--- config.mk ---
export PLATFORM = sky130hd
export DESIGN_NAME = debounce_edge_detector
export DESIGN_NICKNAME = d
export VERILOG_FILES = /design/src/rtl/debounce_edge_detector_pkg.sv /design/src/rtl/debounce_edge_detector_if.sv /design/src/rtl/debounce_edge_detector_edge_detector.sv /design/src/rtl/debounce_edge_detector.sv
export SDC_FILE = /design/constraint.sdc
export NUM_CORES = 1
export LEC_CHECK = 0
export CORE_AREA = 4 4 41 43
export DETAILED_ROUTE_END_ITERATION = 10
export DIE_AREA = 0 0 45 47
export PLACE_DENSITY = 0.59
export SLEW_MARGIN = 30
export SYNTH_ARGS = -nofsm -noshare
export SYNTH_HDL_FRONTEND = slang
export SYNTH_SLANG_ARGS = --single-unit
--- constraint.sdc ---
create_clock -name clk -period 2 [get_ports clk]
set_input_delay 0.4 -clock clk [delete_from_list [all_inputs] [get_ports clk]]
set_output_delay 0.4 -clock clk [all_outputs]
set_load 0.01 [all_outputs]
--- src/rtl/debounce_edge_detector_pkg.sv ---
// Shared constants and helpers for the debounce / edge-detect slice.
// DEBOUNCE_SYNC_EN (defined) adds a 2-flop input synchronizer ahead of the debouncer.
package debounce_edge_detector_pkg;

    localparam logic LOW  = 1'b0;
    localparam logic HIGH = 1'b1;
    localparam logic YES  = 1'b1;
    localparam logic NO   = 1'b0;

    // Width that holds 0..cycles inclusive, so the count can never wrap.
    function automatic int cnt_width(input int cycles);
        return (cycles < 1) ? 1 : $clog2(cycles + 1);
    endfunction

endpackage

--- src/rtl/debounce_edge_detector_if.sv ---
// Bundle of the debounced-line signals: raw input, filtered level and its edge pulses.
interface debounce_edge_detector_if;

    logic bit_in;
    logic bit_out;
    logic pos_edge;
    logic neg_edge;

    // Handshake-free level/pulse bus: the master drives bit_in and samples the rest;
    // bit_out is a registered level, pos_edge/neg_edge are one-clock pulses.
    modport master (output bit_in, input bit_out, input pos_edge, input neg_edge);
    modport slave  (input bit_in, output bit_out, output pos_edge, output neg_edge);
    modport edge_src (input bit_out, output pos_edge, output neg_edge);

endinterface

--- src/rtl/debounce_edge_detector_edge_detector.sv ---
// Edge detector: remembers the previous debounced level and pulses on each change.
module edge_detector
    import debounce_edge_detector_pkg::*;
#(
    parameter logic RESET_LEVEL = HIGH
) (
    input logic                        clk,
    input logic                        reset,
    debounce_edge_detector_if.edge_src bus
);

    logic prev_q;
    logic prev_d;

    always_comb begin
        prev_d = bus.bit_out;
    end

    always_ff @(posedge clk) begin
        if (reset) begin
            prev_q <= RESET_LEVEL;
        end else begin
            prev_q <= prev_d;
        end
    end

    // Both sides are flops that reset to the same level, so no pulse can follow reset.
    assign bus.pos_edge = bus.bit_out & ~prev_q;
    assign bus.neg_edge = ~bus.bit_out & prev_q;

endmodule

--- src/rtl/debounce_edge_detector.sv ---
// Debouncer: bit_out follows bit_in only after CYCLES consecutive mismatching clocks.
// DEBOUNCE_SYNC_EN selects a 2-flop synchronizer in front (latency CYCLES+2, else CYCLES).
module debounce_edge_detector
    import debounce_edge_detector_pkg::*;
#(
    parameter int   CYCLES      = 255,
    parameter logic RESET_LEVEL = HIGH
) (
    input  logic clk,
    input  logic reset,
    input  logic bit_in,
    output logic bit_out,
    output logic pos_edge,
    output logic neg_edge
);

    localparam int            CW   = cnt_width(CYCLES);
    localparam logic [CW-1:0] LAST = CW'(CYCLES - 1);

    debounce_edge_detector_if u_bus ();

    assign u_bus.bit_in = bit_in;

    logic s_cmp;

`ifdef DEBOUNCE_SYNC_EN
    logic sync0_q;
    logic sync0_d;
    logic sync1_q;
    logic sync1_d;

    always_comb begin
        sync0_d = u_bus.bit_in;
        sync1_d = sync0_q;
    end

    always_ff @(posedge clk) begin
        if (reset) begin
            sync0_q <= RESET_LEVEL;
            sync1_q <= RESET_LEVEL;
        end else begin
            sync0_q <= sync0_d;
            sync1_q <= sync1_d;
        end
    end

    assign s_cmp = sync1_q;
`else
    assign s_cmp = u_bus.bit_in;
`endif

    logic [CW-1:0] cnt_q;
    logic [CW-1:0] cnt_d;
    logic          bit_out_q;
    logic          bit_out_d;
    logic          mismatch;

    assign mismatch = (s_cmp != bit_out_q) ? YES : NO;

    // A match at any point throws away the partial count; the CYCLES-th mismatch commits.
    always_comb begin
        cnt_d     = '0;
        bit_out_d = bit_out_q;
        if (mismatch == YES) begin
            if (cnt_q == LAST) begin
                bit_out_d = s_cmp;
            end else begin
                cnt_d = cnt_q + CW'(1);
            end
        end
    end

    always_ff @(posedge clk) begin
        if (reset) begin
            cnt_q     <= '0;
            bit_out_q <= RESET_LEVEL;
        end else begin
            cnt_q     <= cnt_d;
            bit_out_q <= bit_out_d;
        end
    end

    assign u_bus.bit_out = bit_out_q;

    edge_detector #(
        .RESET_LEVEL(RESET_LEVEL)
    ) u_edge (
        .clk  (clk),
        .reset(reset),
        .bus  (u_bus.edge_src)
    );

    assign bit_out  = bit_out_q;
    assign pos_edge = u_bus.pos_edge;
    assign neg_edge = u_bus.neg_edge;

endmodule

After elaboration in Yosys (flattened, before gate mapping)
Cells that the tools add are included.

Mux-type cells: 1. Equal/unequal tests: 2. Reductions and logical operators: 2. Bitwise operators: 5. Add/sub/neg operators: 1.

Operators with widths (number): $add A8 B1 Y8 const B (1); $eq A8 B8 Y1 const B (1); $not A1 Y1 (3); $reduce_or A3 Y1 (1); $and A1 B1 Y1 (2); $reduce_and A2 Y1 (1); $mux W1 (1); $ne A1 B1 Y1 (1).

Output and inout port bits: 3. Register bits: 10. Input port bits: 3.

Depth between registers and ports, before layout
Depth in word-level cells: 4. Gate-level depth with buffers: 5. Depth with buffers taken out: 5.

Hierarchy
Synthesis repeated with hierarchy kept, for this count alone.

Cells, all modules: 50. Area, all modules: 475.5 um^2.

By module, submodules not included: debounce_edge_detector (cells each 46, area an instance 435.4 um^2, times used 1, seq. area each 180.2 um^2); edge_detector (cells each 4, area an instance 40.0 um^2, times used 1, seq. area each 20.0 um^2).

Worst setup path before layout
Ideal clock, no wire load.

Kind: reg2reg. Start: register cnt_q[3]. End: register cnt_q[7]. Stages on the path, launching flop included: 4. Setup slack: 0.795 ns. Buffers on the path: 0. Library setup time: 0.070 ns. Arrival time: 1.136 ns. Data required time: 1.930 ns. Cells stage by stage: dfxtp_1 -> nand4_2 -> or4_1 -> a21oi_1.

Longest elaborated chain between the ends: 2. Elaborated cells between the ends (all ways): 3.

RTL lines: start, declared (line debounce_edge_detector.sv:52) `logic [CW-1:0] cnt_q;`; start signal, assigned (line debounce_edge_detector.sv:78) `cnt_q <= cnt_d;`; branches (longest 2 deep; another with $add A8 B1 Y8).

Parallel ways; which one is timed is not known. A chain may end at the register's enable or synchronous reset.

Worst setup path after layout
Start: register bit_out_q (netlist: bit_out). End: output pos_edge.

Longest elaborated chain between the ends: 1.

RTL lines: start, declared (line debounce_edge_detector.sv:54) `logic bit_out_q;`; start signal, assigned (line debounce_edge_detector.sv:79) `bit_out_q <= bit_out_d;`; $and A1 B1 Y1 (line debounce_edge_detector_edge_detector.sv:28) `assign bus.pos_edge = bus.bit_out & ~prev_q;`; end, declared (line debounce_edge_detector.sv:13) `output logic pos_edge,`.

Every way passes these cells.

==> flow_summary.toml <==
[timing]
fmax_mhz = 573
relSlewSlack = 0.677
timing.setup.tns_ns = 0
period_needed_ns = 1.74
post-route-period-util = 0.872
finalSetupViolCount = 0
worst_pin_slew_ns = 0.483
rsz0062_at_grt = "false"
final-max-slew-violation-count = 0
finalHoldViolations = 0
fin_worst_skew_ns = 0.00231
setup_slack_ns = 0.256

[clock_network]
clk_latency_ns = 0.26
cts_tree = "built"
cts_setup_buffers = 0
cts_buffers = 3
cts_max_level = 1
cts.clk_slew.worst_paths_ns = 0.07
cts_sinks = 10
post_cts_resized = 0
cts_buffer_depth = 2
ctsRootBufferMaster = "clkbuf_4"
postCtsHoldBufs = 0

[die]
die_h_um = 47
coreArea_um2 = 1300
row_count = 13
die_x_um = 45
pin_count = 6
die_area_um2 = 2120
initial_core_util = 0.344

[finish]
area.growth.synth_to_final_pct = 23.5
fin_area_um2 = 553
layout-drive-gt1-share = 0.102
final_common_cell = "dfxtp_1"
final_cell_mix = "dfxtp_1 (10), nor2_1 (7), a21oi_1 (5), clkdlybuf4s50_1 (5), inv_1 (4)"
post-route-util = 0.425
finalNetCount = 65
insertedDiodeCount = 0

[worst_setup_path]
path_class = "flip-flop to output port"
r2r_slack_ns = 0.64
end_kind = "output port"
cp_cell_sequence = "nor2b_1 -> clkdlybuf4s50_1"
timing.rr.end = "cnt_q[3]$_SDFF_PP0_"
r2r_cells = 4
reg2reg_from = "cnt_q[1]$_SDFF_PP0_"
critPathSlowestCell = "clkdlybuf4s50_1"
critical-path-max-stage-delay_ns = 0.54
cp-start-kind = "flip-flop"
crit_fanout = 5
crit_required_ns = 1.60
startpoint = "bit_out$_SDFFE_PP1P_"
arrival_ns = 1.34

[global_routing]
grt_pass1_wl_mm = 1.32
antenna_found_initial = 0
grt_max_degree = 7
grt_pass1_vias = 316
grt.total_usage = 0.0912
grt.overflow.total = 0

[hold_path]
hold_start = "cnt_q[6]$_SDFF_PP0_"
holdPathEnd = "cnt_q[6]$_SDFF_PP0_"
hp-class = "flip-flop to flip-flop"
min_path_cells = 2

[place]
gp_congestion = 0.709
place_ws_ns = 0.427
portBuffers = 5
place_area_um2 = 517
dpl.hpwl_um = 562

[synthesis]
syn-num-nets = 55
ys_ff_latch = 10
syn_area_um2 = 448
syn_inst = 50
synth_cell_types = 19
ys_seq_area_frac = 0.447
syn_area_per_cell_um2 = 8.96
yosysWarnings = 0

[detailed_routing]
finalWirelength_um = 750
drt_iter0_drc = 5
antenna_left = 0
dr.pass1.iters = 2
vias_per_cell = 4.80
routedWlPerCell_um = 10.1
drc = 0
via_count = 355

[status]
outcome = "complete, no violations"

[pwr]
powerDensity_nw_per_um2 = 721
ir_worst_vdd_mv = 0.324
p_leak_uw = 0.000194

[run]
maxCapViolCount = 0
[worst max path at each step]
stage / endpoint / slack (ns) / depth (start not counted)
final: pos_edge / 0.26 / 2
after floorplan: cnt_q[7]$_SDFF_PP0_ / 0.79 / 3
after global placement: cnt_q[3]$_SDFF_PP0_ / 0.46 / 4
after CTS: pos_edge / 0.23 / 2
after global routing: pos_edge / 0.15 / 2
after detailed placement: cnt_q[5]$_SDFF_PP0_ / 0.43 / 4
[kinds of logic after synthesis]
kind of cell,after synthesis,synth area share
AND/OR/NAND/NOR,20,0.232
flip-flops,10,0.447
multiplexers,1,0.0223
XOR/XNOR,4,0.0782
AO/OA/AOI/OAI,9,0.131
adder cells (fa/ha/maj),2,0.0559
buffers and inverters,4,0.0335
[stage by stage]
stage	std cells	hold slack, ns	power (uW)
after floorplan	50	0.447	217
after global placement	70	0.463	224
after detailed placement	70	0.472	224
after CTS	74	0.481	407
after global routing	74	0.520	424
final	74	0.475	399
[area by class of cell]
cell class	instances	area, um^2
inverter	4	15.0
sequential	10	200
fill	137	748
clock buffer	4	36.3
multi-input combinational	36	233
timing repair buffer	5	50.0
tap	15	18.8
[synth_stat cells (all sizes together)]
library cell	instances	area (um^2)
dfxtp	10	200
nor2	7	26.3
a21oi	5	25.0
inv	4	15.0
nand2	3	11.3
nand3	3	15.0
xor2	3	26.3
ha	2	25.0
nor2b	2	12.5
o21ai	2	10.0
mux2i	1	10.0
nand3b	1	7.51
nand4	1	12.5
nor3	1	5.00
o311ai	1	16.3
o31ai	1	7.51
or3	1	6.26
or4	1	7.51
xnor2	1	8.76
[layer usage]
layer | share of wire | global-route usage | up-vias
met5 | 0 | 0 | -
met4 | 0.015 | 0.0877 | 0
met3 | 0.065 | 0.0383 | 2
met2 | 0.41 | 0.113 | 6
met1 | 0.51 | 0.115 | 156
li1 | - | - | 191
[state kept, by name (all words and copies together) (netlist names)]
register       cells
cnt_q              8
bit_out            1
u_edge.prev_q      1
[power breakdown]
group          total (uW)  leakage, uW  switching, uW  internal [uW]
logic                15.5    0.0000919           7.84           7.61
registers             204    0.0000809           2.73            201
clock network         179    0.0000210           69.0            110
total                 399     0.000194           79.5            319
[critical path: cells and delay by family, from the launching register on]
kind | cells | cell delay, ns
buffers and inverters | 1 | 0.54
flip-flops | 1 | 0.39
AND/OR/NAND/NOR | 1 | 0.15
Power figures use the tool's default switching activity.
